**src/rtl/mips_iter_alu.sv**
```systemverilog
// Multi-cycle MIPS ALU: single-cycle logic/arith ops plus iterative unsigned
// multiply (shift-add) and divide (restoring), with valid/ready on both sides.
module mips_iter_alu #(
   parameter int WIDTH   = 32,
   parameter int SHAMT_W = 5,
   parameter int CNT_W   = 6
) (
   input  logic             clk,
   input  logic             reset,
   input  logic             in_valid,
   output logic             in_ready,
   input  logic [3:0]       op,
   input  logic [WIDTH-1:0] a,
   input  logic [WIDTH-1:0] b,
   output logic             out_valid,
   input  logic             out_ready,
   output logic [WIDTH-1:0] result,
   output logic [WIDTH-1:0] result_hi,
   output logic             zero,
   output logic             carry,
   output logic             div_by_zero
);

   localparam logic [3:0] OP_ADD  = 4'd0;
   localparam logic [3:0] OP_SUB  = 4'd1;
   localparam logic [3:0] OP_AND  = 4'd2;
   localparam logic [3:0] OP_OR   = 4'd3;
   localparam logic [3:0] OP_XOR  = 4'd4;
   localparam logic [3:0] OP_NOR  = 4'd5;
   localparam logic [3:0] OP_SLT  = 4'd6;
   localparam logic [3:0] OP_SLTU = 4'd7;
   localparam logic [3:0] OP_SLL  = 4'd8;
   localparam logic [3:0] OP_SRL  = 4'd9;
   localparam logic [3:0] OP_SRA  = 4'd10;
   localparam logic [3:0] OP_MULU = 4'd11;
   localparam logic [3:0] OP_DIVU = 4'd12;

   typedef enum logic [1:0] {S_IDLE, S_MUL, S_DIV, S_DONE} state_t;

   state_t           state_q, state_d;
   logic [CNT_W-1:0] cnt_q, cnt_d;
   logic [WIDTH-1:0] hi_q, hi_d, lo_q, lo_d, opb_q, opb_d;
   logic [WIDTH-1:0] res_q, res_d, res_hi_q, res_hi_d;
   logic             zero_q, zero_d, carry_q, carry_d, dbz_q, dbz_d;

   logic [WIDTH-1:0]   alu_res;
   logic               alu_carry;
   logic [WIDTH:0]     add_w;
   logic [SHAMT_W-1:0] shamt;
   logic [WIDTH:0]     mul_sum, div_shift, div_diff;
   logic [WIDTH-1:0]   iter_hi, iter_lo;
   logic               accept;

   always_comb begin
      shamt     = b[SHAMT_W-1:0];
      add_w     = {1'b0, a} + {1'b0, b};
      alu_res   = add_w[WIDTH-1:0];
      alu_carry = add_w[WIDTH];
      case (op)
         OP_SUB:  begin alu_res = a - b; alu_carry = (a < b); end
         OP_AND:  begin alu_res = a & b; alu_carry = 1'b0; end
         OP_OR:   begin alu_res = a | b; alu_carry = 1'b0; end
         OP_XOR:  begin alu_res = a ^ b; alu_carry = 1'b0; end
         OP_NOR:  begin alu_res = ~(a | b); alu_carry = 1'b0; end
         OP_SLT:  begin alu_res = {{(WIDTH-1){1'b0}}, ($signed(a) < $signed(b))}; alu_carry = 1'b0; end
         OP_SLTU: begin alu_res = {{(WIDTH-1){1'b0}}, (a < b)}; alu_carry = 1'b0; end
         OP_SLL:  begin alu_res = a << shamt; alu_carry = 1'b0; end
         OP_SRL:  begin alu_res = a >> shamt; alu_carry = 1'b0; end
         OP_SRA:  begin alu_res = $unsigned($signed(a) >>> shamt); alu_carry = 1'b0; end
         default: ;
      endcase
   end

   // One iteration step: hi/lo form the product pair (MUL) or remainder/quotient pair (DIV)
   always_comb begin
      mul_sum   = {1'b0, hi_q} + (lo_q[0] ? {1'b0, opb_q} : '0);
      div_shift = {hi_q, lo_q[WIDTH-1]};
      div_diff  = div_shift - {1'b0, opb_q};
      iter_hi   = mul_sum[WIDTH:1];
      iter_lo   = {mul_sum[0], lo_q[WIDTH-1:1]};
      if (state_q == S_DIV) begin
         if (!div_diff[WIDTH]) begin
            iter_hi = div_diff[WIDTH-1:0];
            iter_lo = {lo_q[WIDTH-2:0], 1'b1};
         end else begin
            iter_hi = div_shift[WIDTH-1:0];
            iter_lo = {lo_q[WIDTH-2:0], 1'b0};
         end
      end
   end

   assign in_ready  = (state_q == S_IDLE) || ((state_q == S_DONE) && out_ready);
   assign accept    = in_valid && in_ready;
   assign out_valid = (state_q == S_DONE);

   always_comb begin
      state_d  = state_q;
      cnt_d    = cnt_q;
      hi_d     = hi_q;
      lo_d     = lo_q;
      opb_d    = opb_q;
      res_d    = res_q;
      res_hi_d = res_hi_q;
      zero_d   = zero_q;
      carry_d  = carry_q;
      dbz_d    = dbz_q;

      case (state_q)
         S_MUL, S_DIV: begin
            hi_d  = iter_hi;
            lo_d  = iter_lo;
            cnt_d = cnt_q + 1'b1;
            if (cnt_q == CNT_W'(WIDTH-1)) begin
               state_d  = S_DONE;
               cnt_d    = '0;
               res_d    = iter_lo;
               res_hi_d = iter_hi;
               zero_d   = (iter_lo == '0);
               carry_d  = 1'b0;
               dbz_d    = 1'b0;
            end
         end
         S_DONE: if (out_ready) state_d = S_IDLE;
         default: ;
      endcase

      // Accept only happens in IDLE/DONE, so it overrides the hand-back above
      if (accept) begin
         cnt_d = '0;
         if (op == OP_MULU) begin
            state_d = S_MUL;
            hi_d    = '0;
            lo_d    = b;
            opb_d   = a;
         end else if (op == OP_DIVU && b != '0) begin
            state_d = S_DIV;
            hi_d    = '0;
            lo_d    = a;
            opb_d   = b;
         end else if (op == OP_DIVU) begin
            state_d  = S_DONE;
            res_d    = '1;
            res_hi_d = a;
            zero_d   = 1'b0;
            carry_d  = 1'b0;
            dbz_d    = 1'b1;
         end else begin
            state_d  = S_DONE;
            res_d    = alu_res;
            res_hi_d = '0;
            zero_d   = (alu_res == '0);
            carry_d  = alu_carry;
            dbz_d    = 1'b0;
         end
      end
   end

   always_ff @(posedge clk or negedge reset) begin
      if (!reset) begin
         state_q  <= S_IDLE;
         cnt_q    <= '0;
         hi_q     <= '0;
         lo_q     <= '0;
         opb_q    <= '0;
         res_q    <= '0;
         res_hi_q <= '0;
         zero_q   <= 1'b0;
         carry_q  <= 1'b0;
         dbz_q    <= 1'b0;
      end else begin
         state_q  <= state_d;
         cnt_q    <= cnt_d;
         hi_q     <= hi_d;
         lo_q     <= lo_d;
         opb_q    <= opb_d;
         res_q    <= res_d;
         res_hi_q <= res_hi_d;
         zero_q   <= zero_d;
         carry_q  <= carry_d;
         dbz_q    <= dbz_d;
      end
   end

   assign result      = res_q;
   assign result_hi   = res_hi_q;
   assign zero        = zero_q;
   assign carry       = carry_q;
   assign div_by_zero = dbz_q;

endmodule

```
**config.mk**
```make
export PLATFORM = sky130hd
export DESIGN_NAME = mips_iter_alu
export DESIGN_NICKNAME = d
export VERILOG_FILES = /design/src/rtl/mips_iter_alu.sv
export SDC_FILE = /design/constraint.sdc
export NUM_CORES = 1
export LEC_CHECK = 0
export BUFFER_PORTS_ARGS = -buffer_cell sky130_fd_sc_hd__buf_4
export CORE_ASPECT_RATIO = 0.8
export CORE_MARGIN = 3
export CORE_UTILIZATION = 45
export CTS_CLUSTER_SIZE = 16
export DETAILED_ROUTE_END_ITERATION = 10
export HOLD_SLACK_MARGIN = 0.08
export PLACE_DENSITY_LB_ADDON = 0.05
export REMOVE_ABC_BUFFERS = 1
export SYNTH_ARGS = -nofsm -noshare
export SYNTH_HDL_FRONTEND = slang
export SYNTH_SLANG_ARGS = --single-unit
```
**constraint.sdc**
```tcl
create_clock -name clk -period 6.05 [get_ports clk]
set_clock_uncertainty 0.1 [all_clocks]
set_input_delay 0.605 -clock clk [delete_from_list [all_inputs] [get_ports clk]]
set_output_delay 0.605 -clock clk [all_outputs]
set_load 0.03 [all_outputs]
```
== Word-level counts from Yosys, hierarchy flattened ==
Index checks and enable logic that the tools add are counted.

* Muxes and demuxes: 56
* $add $sub $neg: 5
* Reductions and logical operators: 15
* Equality and inequality tests: 18
* Div/mod/pow operators: 0
* Shift operators: 3
* Order comparisons: 2
* Bitwise operators: 4
* Multipliers: 0

{| class="wikitable"
|+ Operators with widths
! operator !! count
|-
| 32-bit two-way mux || 26
|-
| 32-bit one-hot mux with 10 select lines || 1
|-
| 32-bit by 32-bit adder with 33-bit output || 2
|-
| 32-bit zero test || 2
|-
| 32-bit < comparator || 2
|-
| 33-bit by 32-bit subtractor with 33-bit output || 1
|-
| 32-bit bitwise AND || 1
|-
| 32-bit NOT || 1
|-
| 32-bit OR || 1
|-
| 32-bit nonzero test || 1
|-
| 32-bit by 5-bit << shifter with 32-bit output || 1
|-
| 32-bit by 5-bit >> shifter with 32-bit output || 1
|-
| 32-bit by 5-bit >>> shifter with 32-bit output || 1
|-
| 32-bit subtractor || 1
|-
| 32-bit bitwise XOR || 1
|-
| 4-bit == test, second input constant || 5
|-
| 1-bit two-way mux || 20
|-
| 6-bit two-way mux || 3
|-
| 4-bit by 3-bit == test with 1-bit output, second input constant || 4
|-
| 9-bit OR reduction || 1
|-
| 4-bit by 2-bit == test with 1-bit output, second input constant || 2
|-
| 2-bit two-way mux || 4
|-
| 6-bit by 1-bit adder with 6-bit output, second input constant || 1
|-
| 6-bit by 5-bit == test with 1-bit output, second input constant || 1
|-
| other kinds (15) || 19
|}

* Bits in writable memories: 0
* Output and inout bits: 69
* Bits in latches: 0
* Memories: 0
* Input port bits: 72
* Word-level logic and storage cells: 113
* Register bits after elaboration: 171
* ROM bits: 0

== Depth between registers and ports, before layout ==
* Word-level depth: 9
* Mapped depth: 19

== Least setup slack after synthesis ==
OpenSTA, ideal clock, no wires.

* Path type: input-to-reg
* Start point: in b[2]
* End point: reg zero_q (netlist: zero)
* Path buffers: 6
* Setup time: 0.076 ns
* Slack: 1.363 ns
* Arrival time: 4.511 ns
* Cell stages on the path: 19
* Cells stage by stage: buf_2 buf_6 buf_6 buf_4 inv_1 clkbuf_1 ha_1 buf_2 nor2b_1 o31a_1 o21a_1 a211o_1 nand4_1 a31oi_1 or2_2 a2111oi_0 nor2b_1 or4b_1 o21ai_1

* Cells in the longest elaborated chain, start to end: 8
* Elaborated cells between the ends (all ways): 19
* Those cells by class: add/sub (2); order compare (2); shift (3); mux (5); bitwise (4); reduce/logical (3)

{| class="wikitable"
|+ RTL lines
! element !! RTL line !! RTL
|-
| start: declaration || 14 || <nowiki>input logic [WIDTH-1:0] b,</nowiki>
|-
| branches (longest 5 deep; another with 32-bit by 32-bit adder with 33-bit output) || -- ||
|-
| 1-bit two-way mux (*) || 135 || <nowiki>end else if (op == OP_DIVU && b != '0) begin</nowiki>
|-
| 1-bit two-way mux (*) || 130 || <nowiki>if (op == OP_MULU) begin</nowiki>
|-
| 1-bit two-way mux (*) || 128 || <nowiki>if (accept) begin</nowiki>
|-
| via zero_d || 44 || <nowiki>logic zero_q, zero_d, carry_q, carry_d, dbz_q, dbz_d;</nowiki>
|-
| end signal: assignment || 178 || <nowiki>zero_q <= zero_d;</nowiki>
|-
| end: declaration || 44 ||
|}

Mark *: on every way through the listed nets, which the timed path passes.
A chain may end at the register's enable or synchronous reset.

== Final worst setup path ==
* Start point: reg lo_q[31]
* End point: reg hi_q[18]

* Cells in the longest elaborated chain, start to end: 7

{| class="wikitable"
|+ RTL lines
! element !! RTL line !! RTL
|-
| start: declaration || 42 || <nowiki>logic [WIDTH-1:0] hi_q, hi_d, lo_q, lo_d, opb_q, opb_d;</nowiki>
|-
| start signal: assignment || 174 || <nowiki>lo_q <= lo_d;</nowiki>
|-
| 33-bit by 32-bit subtractor with 33-bit output (*) || 78 || <nowiki>div_diff = div_shift - {1'b0, opb_q};</nowiki>
|-
| 32-bit two-way mux (*) || 82 || <nowiki>if (!div_diff[WIDTH]) begin</nowiki>
|-
| 32-bit two-way mux (*) || 81 || <nowiki>if (state_q == S_DIV) begin</nowiki>
|-
| 32-bit two-way mux (*) || 108 || <nowiki>case (state_q)</nowiki>
|-
| 32-bit two-way mux || 135 ||
|-
| 32-bit two-way mux || 130 ||
|-
| 32-bit two-way mux (*) || 128 ||
|-
| via hi_d[18] || 42 ||
|-
| end signal: assignment || 173 || <nowiki>hi_q <= hi_d;</nowiki>
|-
| end: declaration || 42 ||
|}

The timed path passes the listed nets; every way through them passes the cells marked *.

==> results.sh <==
export IMPL_status="completed"
export IMPL_fin_area_um2=24500
export IMPL_synth_top_area_share_pct=19.1
export IMPL_min_delay_start="b[30]"
export IMPL_yosysWarnings=0
export IMPL_cp_end_kind="register"
export IMPL_htreeDepth=4
export IMPL_rsz0062_at_grt="false"
export IMPL_critPathLaunch="lo_q[31]$_DFF_PN0_"
export IMPL_rows=72
export IMPL_peakVddDrop_v=0.000422
export IMPL_clk_pin_slew_ns=0.07
export IMPL_clk_latency_ns=0.46
export IMPL_nets=3229
export IMPL_synth_compound_area_share_pct=30.8
export IMPL_yosysSeqAreaShare_pct=19.1
export IMPL_vias=25400
export IMPL_die_area_um2=52600
export IMPL_yosys_most_used_dff="dfrtp_1"
export IMPL_avgSynthCellArea_um2=7.46
export IMPL_final_fill_count=4912
export IMPL_wl_per_cell_um=29.1
export IMPL_p_leak_nw=10.3
export IMPL_cts_tree="done"
export IMPL_synth_seq_cells=171
export IMPL_finalNonFillerCells=3670
export IMPL_via_per_inst=6.92
export IMPL_synth_top_family_by_area="compound AO/OA/AOI/OAI gates"
export IMPL_total_power_mw=11.0
export IMPL_synthCells=3010
export IMPL_holdWs_ns=0.354
export IMPL_numCtsBuffers=17
export IMPL_drv_cap=0
export IMPL_worstPathArrival_ns=5.24
export IMPL_max_freq_mhz=200
export IMPL_gp_congestion=1.04
export IMPL_grt_antenna_before_repair=6
export IMPL_drtPass1Iterations=7
export IMPL_synthesis_area_um2=22400
export IMPL_crit_path_max_fanout=24
export IMPL_synth_mux_area_share_pct=9.97
export IMPL_synthTopCellsByArea="dfrtp_1 19%, ha_1 9.2%, nand2_1 5.3%"
export IMPL_finalCritPeriodShare_pct=82.7
export IMPL_hold_path_class="in2reg"
export IMPL_max_slew_worst_pin_slew_ns=1.24
export IMPL_io_pins=141
export IMPL_drive_above_1_share_pct=12.9
export IMPL_synth_largest_area_cell="dfrtp_1"
export IMPL_required_ns=6.28
export IMPL_coreArea_um2=48800
export IMPL_slowest_stage="o211ai_1"
export IMPL_r2r_start="lo_q[31]$_DFF_PN0_"
export IMPL_fin_ws_ns=1.05
export IMPL_pre_cts_slack_ns=0.778
export IMPL_cp_cell_sequence="buf_4 > inv_1 > ha_1 > inv_1 > fa_1 > a211oi_1 > nor2_1 > o211ai_1 > a31oi_1 > o21ai_1 > mux2_2 > or2_2 > and3_1 > mux2_2 > nor4_1 > nor2_1"
export IMPL_drv_slew=0
export IMPL_synth_fa_ha_area_share_pct=9.55
export IMPL_place_port_buffers=140
export IMPL_die_w_um=256
export IMPL_place_area_um2=23900
export IMPL_area_delta_synth_final_pct=9.16
export IMPL_min_period_ns=5.00
export IMPL_final_antenna_net_count=0
export IMPL_initial_core_util_pct=46.0
export IMPL_setup_viol_count_final=0
export IMPL_cts_sinks=171
export IMPL_relSlewSlack_pct=15.1
export IMPL_synth_cell_types=95
export IMPL_grt_pass1_vias=23600
export IMPL_grt_max_degree=91
export IMPL_drt_total_wl_um=107000
export IMPL_path_class="reg2reg"
export IMPL_drt_initial_drc_count=3172
export IMPL_synth_edf_count=0
export IMPL_final_hold_violation_count=0
export IMPL_grt_pass1_wl_um=157000
export IMPL_dp_hpwl_um=80200
export IMPL_power_per_cell_area_nw_per_um2=448
export IMPL_synthXorXnorAreaFrac_pct=2.73
export IMPL_worst_path_largest_cell_delay_ns=0.59
export IMPL_overflow=0
export IMPL_start_kind="register"
export IMPL_drc=0
export IMPL_chipHeight_um=206
export IMPL_cts_root_buf="clkbuf_16"
export IMPL_dp_cells=3634
export IMPL_clockBufferDepth=2
export IMPL_grt_util_all_layers_pct=39.4
export IMPL_synthArstFlopShare_pct=100
export IMPL_yosys_area_share_simple_pct=20.6
cell usage in the layout (no fill, tap or decap), types with 24 or more instances in the layout:
cell        n
nor2_1    285
and2_1     42
nor3_1     62
a21oi_1   220
inv_1     154
mux2_2     44
nand4_1    30
nor2b_1    24
o211ai_1   52
o21ai_0   210
nor4_1     26
a31oi_1    74
nand2b_1   28
nand2_1   312
dfrtp_1   171
nand3_1    60
buf_4     203
o22ai_1    62
mux4_2     38
xor2_1     25
ha_1      163
a21o_1     47
mux2i_1    87
xnor2_1    45
a211oi_1   56
o21a_1     24
a22oi_1    37
area by class of cell:
type / count / area (µm²) / share of cell area, %
Antenna cell: 3 / 7.51 / 0.0306
Timing Repair Buffer: 206 / 1570 / 6.40
Clock buffer: 18 / 439 / 1.79
Multi-Input combinational cell: 2435 / 16700 / 68.0
Clock inverter: 14 / 133 / 0.541
Inverter: 157 / 589 / 2.41
Sequential cell: 171 / 4280 / 17.5
Tap cell: 666 / 833 / 3.40
timing repair:
item | CTS | global route
setup buffers | 0 | 0
resized for setup | 0 | 0
hold buffers | 1 | 0
hold endpoints to repair | 46 | 0
endpoints found under the setup margin | 0 | 0
synthesized netlist by cell type, types with 10 or more instances:
master     count
nand2_1      314
nor2_1       289
a21oi_1      221
o21ai_0      210
clkbuf_1     172
dfrtp_1      171
ha_1         165
inv_1        154
mux2i_1       87
a31oi_1       74
nor3_1        64
o22ai_1       62
nand3_1       61
a211oi_1      56
o211ai_1      52
a21o_1        47
buf_2         47
xnor2_1       45
mux2_2        44
and2_1        42
a22oi_1       38
mux4_2        38
nand4_1       30
nand2b_1      28
nor4_1        26
xor2_1        25
nor2b_1       24
o21a_1        24
a221oi_1      23
a32oi_1       22
or2_2         19
and3_1        18
o21bai_1      18
a2111oi_0     17
or3_1         17
buf_1         16
o221ai_1      16
a211o_1       12
a221o_1       11
a31o_2        10
o2111ai_1     10
o31ai_1       10
final timing paths:
path | endpoint | slack, ns | depth (start not counted)
worst max-delay path | hi_q[18]$_DFF_PN0_ | 1.05 | 16
worst min-delay path | opb_q[30]$_DFFE_PN0P_ | 0.35 | 3
worst max register to register | hi_q[18]$_DFF_PN0_ | 1.05 | 16
worst min register to register | result_hi[20]$_DFF_PN0_ | 0.43 | 2
max in group asynchronous | hi_q[15]$_DFF_PN0_ | 3.92 | 3
min in group asynchronous | hi_q[27]$_DFF_PN0_ | 0.55 | 2
power by group:
part           switching [mW]  internal, mW
Combinational            4.87          2.94
Clock                   0.560         0.557
Sequential              0.449          1.60
Total                    5.88          5.10
metrics by stage:
step                utilization (%)  TNS (ns)
floorplan                         -    -36.13
global placement               49.0         0
detailed placement             49.0         0
CTS                            50.2         0
global route                   50.2         0
finish                         50.2         0
registers in the layout (all words and copies together), names as in the netlist, 2 cells and up:
signal	count
lo_q	32
result	32
hi_q	32
result_hi	32
state_q	2
opb_q	32
cnt_q	6
routing by layer:
layer	vias up	wire length [µm]	GRT usage, %
li1	11100	-	-
met1	12200	45500	55.9
met2	1754	43500	57.9
met3	256	13800	10.9
met4	6	3920	12.0
met5	-	38	0
critical path: cells and delay by family, from the launching register on:
| kind | cells | cell delay (ns) |
|---|---|---|
| AND/OR/NAND/NOR | 5 | 1.37 |
| AO/OA/AOI/OAI | 4 | 1.43 |
| buffers and inverters | 3 | 0.32 |
| multiplexers | 2 | 0.68 |
| adder cells (fa/ha/maj) | 2 | 0.61 |
| flip-flops | 1 | 0.36 |
cells by family after synthesis:
group / Yosys count
flip-flops: 171
XOR/XNOR: 70
AND/OR/NAND/NOR: 985
AO/OA/AOI/OAI: 1041
buffers and inverters: 404
multiplexers: 170
adder cells (fa/ha/maj): 169
Power figures use the tool's default switching activity.
